`src/rtl/mem_access_unit_if.sv`:
```
// Pipeline-side and data-memory-side signals of the load/store stage.
// master: the load/store unit's view; slave: the surrounding pipeline and memory.
interface mem_access_unit_if;
    logic        in_valid;
    logic        is_load;
    logic        is_store;
    logic [2:0]  funct3;
    logic [31:0] alu_out;
    logic [31:0] rs2_data;
    logic        stall;
    logic        ld_valid;
    logic [31:0] ld_data;
    logic        misaligned;
    logic        bus_err;
    logic        mem_req;
    logic [3:0]  mem_we;
    logic [31:0] mem_addr;
    logic [31:0] mem_wdata;
    logic        mem_ready;
    logic [31:0] mem_rdata;

    modport master (
        input  in_valid, is_load, is_store, funct3, alu_out, rs2_data,
        output stall, ld_valid, ld_data, misaligned, bus_err,
        output mem_req, mem_we, mem_addr, mem_wdata,
        input  mem_ready, mem_rdata
    );

    modport slave (
        output in_valid, is_load, is_store, funct3, alu_out, rs2_data,
        input  stall, ld_valid, ld_data, misaligned, bus_err,
        input  mem_req, mem_we, mem_addr, mem_wdata,
        output mem_ready, mem_rdata
    );
endinterface

```
`src/rtl/mem_access_unit.sv`:
```
// Load/store stage: one outstanding req/ready memory transaction with load extension,
// store lane steering and timeout abort. Define MISALIGN_TRAP_EN to reject misaligned accesses.
module mem_access_unit #(
    parameter int unsigned TIMEOUT = 255
) (
    input logic              clk,
    input logic              rst,
    mem_access_unit_if.master bus
);
    typedef enum logic [1:0] {IDLE, BUSY, DONE} state_e;

    localparam int unsigned CNT_W = (TIMEOUT > 1) ? $clog2(TIMEOUT) : 1;

    state_e             state_q, state_d;
    logic [CNT_W-1:0]   cnt_q, cnt_d;
    logic               is_st_q, is_st_d;
    logic [2:0]         f3_q, f3_d;
    logic [1:0]         off_q, off_d;
    logic               req_q, req_d;
    logic [3:0]         we_q, we_d;
    logic [31:0]        addr_q, addr_d;
    logic [31:0]        wdata_q, wdata_d;
    logic               ld_valid_q, ld_valid_d;
    logic [31:0]        ld_data_q, ld_data_d;
    logic               mis_q, mis_d;
    logic               berr_q, berr_d;
    logic               stall_c;
    logic               mis_c;
    logic               mem_op_c;
    logic [3:0]         we_c;
    logic [31:0]        wdata_c;
    logic [7:0]         rd_byte_c;
    logic [15:0]        rd_half_c;
    logic [31:0]        ext_c;

`ifdef MISALIGN_TRAP_EN
    assign mis_c = ((bus.funct3[1:0] == 2'b01) && bus.alu_out[0]) ||
                   (bus.funct3[1] && (bus.alu_out[1:0] != 2'b00));
`else
    assign mis_c = 1'b0;
`endif

    assign mem_op_c = bus.in_valid && (bus.is_load || bus.is_store);

    // Store lane steering and load extension helpers
    always_comb begin
        we_c      = 4'hF;
        wdata_c   = bus.rs2_data;
        case (bus.funct3[1:0])
            2'b00: begin
                we_c    = 4'(4'b0001 << bus.alu_out[1:0]);
                wdata_c = {4{bus.rs2_data[7:0]}};
            end
            2'b01: begin
                we_c    = 4'(4'b0011 << {bus.alu_out[1], 1'b0});
                wdata_c = {2{bus.rs2_data[15:0]}};
            end
            default: ;
        endcase

        rd_byte_c = 8'(bus.mem_rdata >> {off_q, 3'b000});
        rd_half_c = off_q[1] ? bus.mem_rdata[31:16] : bus.mem_rdata[15:0];
        case (f3_q)
            3'b000:  ext_c = {{24{rd_byte_c[7]}}, rd_byte_c};
            3'b001:  ext_c = {{16{rd_half_c[15]}}, rd_half_c};
            3'b100:  ext_c = {24'h0, rd_byte_c};
            3'b101:  ext_c = {16'h0, rd_half_c};
            default: ext_c = bus.mem_rdata;
        endcase
    end

    // Next-state and registered-output logic
    always_comb begin
        state_d    = state_q;
        cnt_d      = cnt_q;
        is_st_d    = is_st_q;
        f3_d       = f3_q;
        off_d      = off_q;
        req_d      = req_q;
        we_d       = we_q;
        addr_d     = addr_q;
        wdata_d    = wdata_q;
        ld_valid_d = 1'b0;
        ld_data_d  = ld_data_q;
        mis_d      = 1'b0;
        berr_d     = 1'b0;
        stall_c    = 1'b0;

        case (state_q)
            IDLE: begin
                if (mem_op_c) begin
                    if (mis_c) begin
                        mis_d = 1'b1;
                    end else begin
                        stall_c = 1'b1;
                        state_d = BUSY;
                        cnt_d   = '0;
                        is_st_d = bus.is_store;
                        f3_d    = bus.funct3;
                        off_d   = bus.alu_out[1:0];
                        req_d   = 1'b1;
                        we_d    = bus.is_store ? we_c : 4'h0;
                        addr_d  = {bus.alu_out[31:2], 2'b00};
                        wdata_d = wdata_c;
                    end
                end
            end
            BUSY: begin
                stall_c = 1'b1;
                if (bus.mem_ready) begin
                    state_d = DONE;
                    req_d   = 1'b0;
                    we_d    = 4'h0;
                    if (!is_st_q) begin
                        ld_valid_d = 1'b1;
                        ld_data_d  = ext_c;
                    end
                end else if ((TIMEOUT != 0) && (cnt_q == CNT_W'(TIMEOUT - 1))) begin
                    state_d = IDLE;
                    req_d   = 1'b0;
                    we_d    = 4'h0;
                    berr_d  = 1'b1;
                end else begin
                    cnt_d = cnt_q + CNT_W'(1);
                end
            end
            DONE: begin
                // Inputs still hold the completed op here, so nothing is accepted.
                state_d = IDLE;
            end
            default: state_d = IDLE;
        endcase
    end

    always_ff @(posedge clk or posedge rst) begin
        if (rst) begin
            state_q    <= IDLE;
            cnt_q      <= '0;
            is_st_q    <= 1'b0;
            f3_q       <= 3'h0;
            off_q      <= 2'h0;
            req_q      <= 1'b0;
            we_q       <= 4'h0;
            addr_q     <= 32'h0;
            wdata_q    <= 32'h0;
            ld_valid_q <= 1'b0;
            ld_data_q  <= 32'h0;
            mis_q      <= 1'b0;
            berr_q     <= 1'b0;
        end else begin
            state_q    <= state_d;
            cnt_q      <= cnt_d;
            is_st_q    <= is_st_d;
            f3_q       <= f3_d;
            off_q      <= off_d;
            req_q      <= req_d;
            we_q       <= we_d;
            addr_q     <= addr_d;
            wdata_q    <= wdata_d;
            ld_valid_q <= ld_valid_d;
            ld_data_q  <= ld_data_d;
            mis_q      <= mis_d;
            berr_q     <= berr_d;
        end
    end

    assign bus.stall      = stall_c;
    assign bus.ld_valid   = ld_valid_q;
    assign bus.ld_data    = ld_data_q;
    assign bus.misaligned = mis_q;
    assign bus.bus_err    = berr_q;
    assign bus.mem_req    = req_q;
    assign bus.mem_we     = we_q;
    assign bus.mem_addr   = addr_q;
    assign bus.mem_wdata  = wdata_q;
endmodule

```
`src/flat_wrapper.sv`:
```
// flat-port wrapper written by rule: the top's interface ports become plain ports
module mem_access_unit_flat 
#(
    parameter int unsigned TIMEOUT = 255
)
  (clk, rst, bus_in_valid, bus_is_load, bus_is_store, bus_funct3, bus_alu_out, bus_rs2_data, bus_stall, bus_ld_valid, bus_ld_data, bus_misaligned, bus_bus_err, bus_mem_req, bus_mem_we, bus_mem_addr, bus_mem_wdata, bus_mem_ready, bus_mem_rdata);
  mem_access_unit_if bus_i ();
  input logic clk;
  input logic rst;
  input wire logic [$bits(bus_i.in_valid)-1:0] bus_in_valid;
  input wire logic [$bits(bus_i.is_load)-1:0] bus_is_load;
  input wire logic [$bits(bus_i.is_store)-1:0] bus_is_store;
  input wire logic [$bits(bus_i.funct3)-1:0] bus_funct3;
  input wire logic [$bits(bus_i.alu_out)-1:0] bus_alu_out;
  input wire logic [$bits(bus_i.rs2_data)-1:0] bus_rs2_data;
  output wire logic [$bits(bus_i.stall)-1:0] bus_stall;
  output wire logic [$bits(bus_i.ld_valid)-1:0] bus_ld_valid;
  output wire logic [$bits(bus_i.ld_data)-1:0] bus_ld_data;
  output wire logic [$bits(bus_i.misaligned)-1:0] bus_misaligned;
  output wire logic [$bits(bus_i.bus_err)-1:0] bus_bus_err;
  output wire logic [$bits(bus_i.mem_req)-1:0] bus_mem_req;
  output wire logic [$bits(bus_i.mem_we)-1:0] bus_mem_we;
  output wire logic [$bits(bus_i.mem_addr)-1:0] bus_mem_addr;
  output wire logic [$bits(bus_i.mem_wdata)-1:0] bus_mem_wdata;
  input wire logic [$bits(bus_i.mem_ready)-1:0] bus_mem_ready;
  input wire logic [$bits(bus_i.mem_rdata)-1:0] bus_mem_rdata;
  assign bus_i.in_valid = bus_in_valid;
  assign bus_i.is_load = bus_is_load;
  assign bus_i.is_store = bus_is_store;
  assign bus_i.funct3 = bus_funct3;
  assign bus_i.alu_out = bus_alu_out;
  assign bus_i.rs2_data = bus_rs2_data;
  assign bus_stall = bus_i.stall;
  assign bus_ld_valid = bus_i.ld_valid;
  assign bus_ld_data = bus_i.ld_data;
  assign bus_misaligned = bus_i.misaligned;
  assign bus_bus_err = bus_i.bus_err;
  assign bus_mem_req = bus_i.mem_req;
  assign bus_mem_we = bus_i.mem_we;
  assign bus_mem_addr = bus_i.mem_addr;
  assign bus_mem_wdata = bus_i.mem_wdata;
  assign bus_i.mem_ready = bus_mem_ready;
  assign bus_i.mem_rdata = bus_mem_rdata;
  mem_access_unit #(.TIMEOUT(TIMEOUT)) u_core (.clk(clk), .rst(rst), .bus(bus_i));
endmodule
```
`config.mk`:
```
export PLATFORM = sky130hd
export DESIGN_NAME = mem_access_unit_flat
export DESIGN_NICKNAME = d
export VERILOG_FILES = /design/src/rtl/mem_access_unit_if.sv /design/src/rtl/mem_access_unit.sv /design/src/flat_wrapper.sv
export SDC_FILE = /design/constraint.sdc
export NUM_CORES = 1
export LEC_CHECK = 0
export ABC_AREA = 1
export ABC_CLOCK_PERIOD_IN_PS = 7500
export CAP_MARGIN = 20
export CORE_AREA = 2 2 118 120
export DETAILED_ROUTE_END_ITERATION = 6
export DIE_AREA = 0 0 120 122
export GPL_TIMING_DRIVEN = 0
export PLACE_DENSITY = 0.9
export SETUP_SLACK_MARGIN = 0.4
export SYNTH_ARGS = -nofsm -noshare
export SYNTH_HDL_FRONTEND = slang
export SYNTH_SLANG_ARGS = --single-unit
```
`constraint.sdc`:
```
create_clock -name clk -period 7.5 [get_ports clk]
set_input_delay 1.125 -clock clk [delete_from_list [all_inputs] [get_ports clk]]
set_output_delay 1.125 -clock clk [all_outputs]
set_load 0.05 [all_outputs]
```
==> results.md, run 1 <==
- Slew Viols, Final: 0
- Layout cells sized above 1: 9.96%
- Seq cells post-synth: 117
- Peak supply drop: 0.243 mV
- DP Wirelength: 13.1 mm
- Internal Power: 0.00203 W
- F_max: 0.252 GHz
- Final Core Density: 65.4%
- Post-CTS Setup Bufs: 0
- Max_slew headroom: 62.5%
- WL per Instance: 14.8 microns
- CTS max path bufs: 2
- RR Endpoint: u_core.bus.mem_wdata[20]
- CTS Sinks: 117
- DR vias: 5887
- EDFF count, synth: 0
- Max Clock Skew: 0.0100 ns
- Mapped Cells: 774
- Sequential area share after synthesis: 49.8%
- Status: complete, no violations
- Commonest cells post-synth: nand2_1, dfrtp_1, inv_1, o21ai_0, nand3_1
- Switching Power: 0.00165 W
- Antenna violations before repair: 0
- # H-tree levels: 4
- Reg2reg start: u_core.state_q[1]
- Layout Nets: 1108
- First-iteration detailed-routing DRC count: 436
- Routed wire length: 17.7 mm
- Flop2flop setup slack: 5.95 ns
- Slew @ Worst Pin: 0.561 ns
- Number of max-cap violations: 0
- Die area: 14600 sq um
- Core Area: 13500 sq um
- CP max stage delay: 0.80 ns
- First-pass GRT wire length: 27.9 mm
- Busiest grt layer: met2
- Synthesis Warnings: 0
- CP max stage cell: clkdlybuf4s50_1
- Synth Flop Type: dfrtp_1
- Post-CTS Hold Fix Bufs: 0
- Critical Path End Type: output pin
- Final Hold Viols: 0
- Crit Path Category: in2out
- Io pins: 210
- Crit path top cell by count: clkdlybuf4s50_1
- Pwr dens: 417 nW/um^2
- Final setup viols: 0
- Crit path max fanout: 5
- GP Congestion: 0.944
- Gate power share: 49.8%
- Critical path, cell by cell: clkdlybuf4s50_1, o211ai_2, nand2_1, clkdlybuf4s50_1
- Element type at the critical path start: primary input
- Die width: 120 microns
- Total gr overflow: 0
- Fin crit period: 3.97 ns
- Clock power share: 23.5%
- CTS tree: done
- Seq pwr share: 26.7%
- Met1 GRT Util: 29.6%
- # DRC: 0
- Starting Density: 43.5%
- CP Data Arrival Time: 2.85 ns
- Crit path required time: 6.38 ns
- WHS Endpoint: u_core.bus.mem_req
- TritonCTS buffer count: 17
- Total power: 0.00368 W
- Setup Total Neg Slack: 0 ns
- DRT antenna net count: 0
- Final period utilization: 53.0%
- Synth area leaders: dfrtp_1, nand2_1, o21ai_0
- Worst-path clk slew: 0.05 ns
- Area growth from synthesis to layout: 50.2%
- Asr flop ratio synth: 100%
- Vias per cell: 4.93
- M3 GR Usage: 8.71%
- Post-CTS Resized: 0
- Synth Cell Area: 5880 sq um
- Yosys top cell area share: 49.8%
- Post-Syn Area per Cell: 7.60 sq um
- Vias in the first global route: 5611
- Hold Startpoint: u_core.bus.mem_req
- Root Driver: clkbuf_16
- Die Y: 122 microns
- DR pass1 iterations: 5
- Leakage Power: 4.35 nW
- Number of inserted diodes: 0
- Met2 Use GR: 41.1%
- Sw Ratio: 44.9%
- Worst-Skew Late Latency: 0.42 ns
- Hold depth: 2
- Post-synth top area cell: dfrtp_1
- R2r worst-path depth: 7
- HP Class: reg2reg
- Post-synthesis cell type count: 34
- Site row count: 43
- PortBufs: 205
- Most instantiated library cell after synthesis: nand2_1
- Total GRT Usage: 24.6%
- Largest net degree at the start of global routing: 90
- RSZ-0062 raised after global routing: false
cells by family after synthesis:
kind of cell | after synthesis | share of synthesized area, %
flops | 117 | 49.8
fa+ha+maj | 2 | 0.426
xor+xnor | 3 | 0.447
simple gates | 444 | 31.6
buf+inv | 108 | 8.70
other cells | 1 | 0.0638
compound gates | 99 | 8.92
worst max-delay path: cells and delay by family:
family,cells,cell delay [ns]
simple gates,1,0.12
compound gates,1,0.18
buf+inv,2,1.42
cell usage in the layout (no fill, tap or decap), drive strengths merged:
cell	Yosys	final
nand2	348	348
clkdlybuf4s50	0	205
dfrtp	117	117
inv	66	66
o21ai	55	55
nand3	53	53
a21oi	36	36
buf	32	33
clkbuf	9	29
nor2	21	21
or2	17	17
clkinv	1	5
nand4	4	4
o21a	4	4
clkinvlp	0	4
bufinv	0	4
conb	1	3
o21bai	2	2
xor2	2	2
ha	2	2
o211ai	2	2
nand3b	1	1
xnor2	1	1
per-layer routing:
metal	vias to the layer above	share of wire (%)
met5	-	0
met4	0	2.3
li1	2874	-
met3	33	8.4
met1	2730	41
met2	250	49
area by class of cell:
cell class              instances  area (sq um)
clock inverters                12           178
inverters                      67           259
plain buffers                  41           258
fillers                      1118          4670
flip-flops and latches        117          2930
repair buffers                206          2080
well taps                     180           225
multi-input cells             551          2450
clock buffers                  20           457
sequential cells by signal, indices dropped and copies added, names as in the netlist, 2 cells and up:
signal and flops:
u_core.state_q 2, u_core.bus.mem_wdata 32, u_core.bus.mem_we 4, u_core.bus.ld_data 32
u_core.f3_q 3, u_core.off_q 2, u_core.bus.mem_addr 30, u_core.cnt_q 8
worst max-delay path by stage:
stage                            start                endpoint  slack [ns]  depth (start not counted)
after floorplan                    rst      u_core.bus.bus_err        3.27                          1
after global placement             rst  u_core.bus.mem_addr[4]        1.58                          2
after detailed placement  bus_is_store               bus_stall        3.53                          4
after CTS                 bus_is_store               bus_stall        3.52                          4
after global routing      bus_is_store               bus_stall        3.49                          4
final                     bus_is_store               bus_stall        3.53                          4
power groups by stage:
stage	clock [W]	sequential [W]	combinational (W)
after global routing	0.000911	0.00100	0.00194
after detailed placement	0	0.000985	0.00183
final	0.000866	0.000982	0.00183
after floorplan	0	0.00169	0.000487
after CTS	0.000875	0.000981	0.00184
after global placement	0	0.000979	0.00180
stage by stage:
step | setup WS (ns) | area [sq um] | hold WS [ns] | cells
after floorplan | 3.27 | 5890 | 0.463 | 776
after global placement | 1.58 | 8160 | 0.456 | 1161
after detailed placement | 3.53 | 8200 | 0.462 | 1162
after CTS | 3.52 | 8830 | 0.475 | 1194
after global routing | 3.49 | 8830 | 0.495 | 1194
final | 3.53 | 8830 | 0.469 | 1194
(Power assumes the default switching activity.)
==> inputs of run 2 (changes only) <==
Settings changed: ABC_CLOCK_PERIOD_IN_PS 7500 to 3260, CORE_AREA 2 2 118 120 to 2 2 123 125, DIE_AREA 0 0 120 122 to 0 0 125 127, PLACE_DENSITY 0.9 to 0.87.
Clock period 7.5 ns to 3.26 ns, I/O delays scaled along.
==> results.md, run 2 (synthesis gave the netlist of run 1 again) <==
- Status: complete, no violations
- Crit Path Category: in2out
- Io pins: 210
- Starting Density: 40.8%
- Total power: 0.00833 W
- Die width: 125 microns
- Core Area: 14400 sq um
- Setup Total Neg Slack: 0 ns
- DP Wirelength: 13.5 mm
- WL per Instance: 15.0 microns
- Peak supply drop: 0.583 mV
- Slew Viols, Final: 0
- Fin crit period: 2.71 ns
- Root Driver: clkbuf_16
- Worst-path clk slew: 0.05 ns
- Area growth from synthesis to layout: 50.2%
- First-pass GRT wire length: 29.4 mm
- CTS Sinks: 117
- Crit path max fanout: 5
- Die Y: 127 microns
- Final Hold Viols: 0
- Critical Path End Type: output pin
- Vias in the first global route: 5845
- PortBufs: 205
- TritonCTS buffer count: 17
- DR pass1 iterations: 7
- Total gr overflow: 0
- # DRC: 0
- # H-tree levels: 4
- Site row count: 44
- RSZ-0062 raised after global routing: false
- Number of max-cap violations: 0
- CTS max path bufs: 2
- Fillers: 1247
- Leakage Power: 4.34 nW
- Vias per cell: 4.88
- Max Clock Skew: 0.00560 ns
- Total GRT Usage: 23.1%
- Most common cell after layout, fill and taps aside: nand2_1
- Slew @ Worst Pin: 0.574 ns
- Post-CTS Setup Bufs: 0
- DR vias: 5857
- Pwr dens: 943 nW/um^2
- Post-CTS Hold Fix Bufs: 0
- Most frequent cells in the layout: nand2_1, clkdlybuf4s50_1, dfrtp_1, inv_1, o21ai_0
- Max_slew headroom: 61.6%
- Layout Nets: 1110
- Antenna violations before repair: 0
- Final setup viols: 0
- Largest net degree at the start of global routing: 41
- DRT antenna net count: 0
- Crit path required time: 2.77 ns
- F_max: 0.368 GHz
- CTS tree: done
- Post-CTS Resized: 0
- Element type at the critical path start: primary input
- Die area: 15900 sq um
- First-iteration detailed-routing DRC count: 413
- R2r worst-path depth: 8
- GP Congestion: 0.880
- Number of inserted diodes: 0
- Worst-Skew Late Latency: 0.42 ns
- HP Class: reg2reg
- Routed wire length: 17.9 mm
- Hold depth: 2
- Final period utilization: 83.3%
- Layout cells sized above 1: 10.2%
- CP Data Arrival Time: 2.23 ns
==> run 2: cell types whose count changed in the layout (fill, tap and decap cells not counted), sizes merged <==
cell / delta
buf: +2
bufinv: -2
clkbuf: -2
clkinv: +1
clkinvlp: +1
inv: +2
==> run 2: worst max-delay path, stage by stage <==
cell	delay [ns]
clkdlybuf4s50_1	0.61
o211ai_2	0.19
nand2_1	0.12
clkdlybuf4s50_1	0.81
==> run 2: where the power goes <==
group,total [W],internal [W],switching [W]
logic,0.00422,0.00139,0.00283
clock network,0.00186,0.00115,0.000707
registers,0.00225,0.00196,0.000288
==> run 2: metal layers <==
layer,global-route usage (%),vias to the layer above,wire length (microns)
met1,29.0,2679,7340
met3,7.75,52,1580
met4,10.7,0,675
met2,36.5,264,8350
met5,0,-,0
li1,-,2862,-
==> run 2: through the flow <==
| step | setup slack, ns | instances | instance area [sq um] | hold WS (ns) | util [%] |
|---|---|---|---|---|---|
| after global routing | 0.485 | 1200 | 8830 | 0.489 | 61.2 |
| after floorplan | 1.34 | 776 | 5890 | 0.463 | - |
| after detailed placement | 0.544 | 1168 | 8240 | 0.464 | 57.1 |
| after CTS | 0.539 | 1200 | 8830 | 0.465 | 61.2 |
| final | 0.546 | 1200 | 8830 | 0.477 | 61.2 |
| after global placement | 0.222 | 1165 | 8170 | 0.457 | 56.7 |
==> run 2: final cells by class <==
class	instances	area [sq um]	share of cell area, %
inverter	67	258	2.92
clock inverter	14	153	1.73
multi-input combinational	551	2450	27.7
sequential	117	2930	33.1
timing repair buffer	208	2120	24.0
clock buffer	18	439	4.97
tap	184	230	2.61
buffer	41	258	2.92
==> run 2: path summary, 6_finish.rpt <==
path,start,to,slack (ns)
worst max-delay path,bus_is_store,bus_stall,0.55
worst min-delay path,u_core.bus.mem_req,u_core.bus.mem_req,0.48
worst max register to register,u_core.off_q[1],u_core.bus.ld_data[0],1.68
worst min register to register,u_core.bus.mem_req,u_core.bus.mem_req,0.48
max in group asynchronous,rst,u_core.bus.mem_wdata[22],2.03
min in group asynchronous,rst,u_core.bus.ld_data[0],0.49
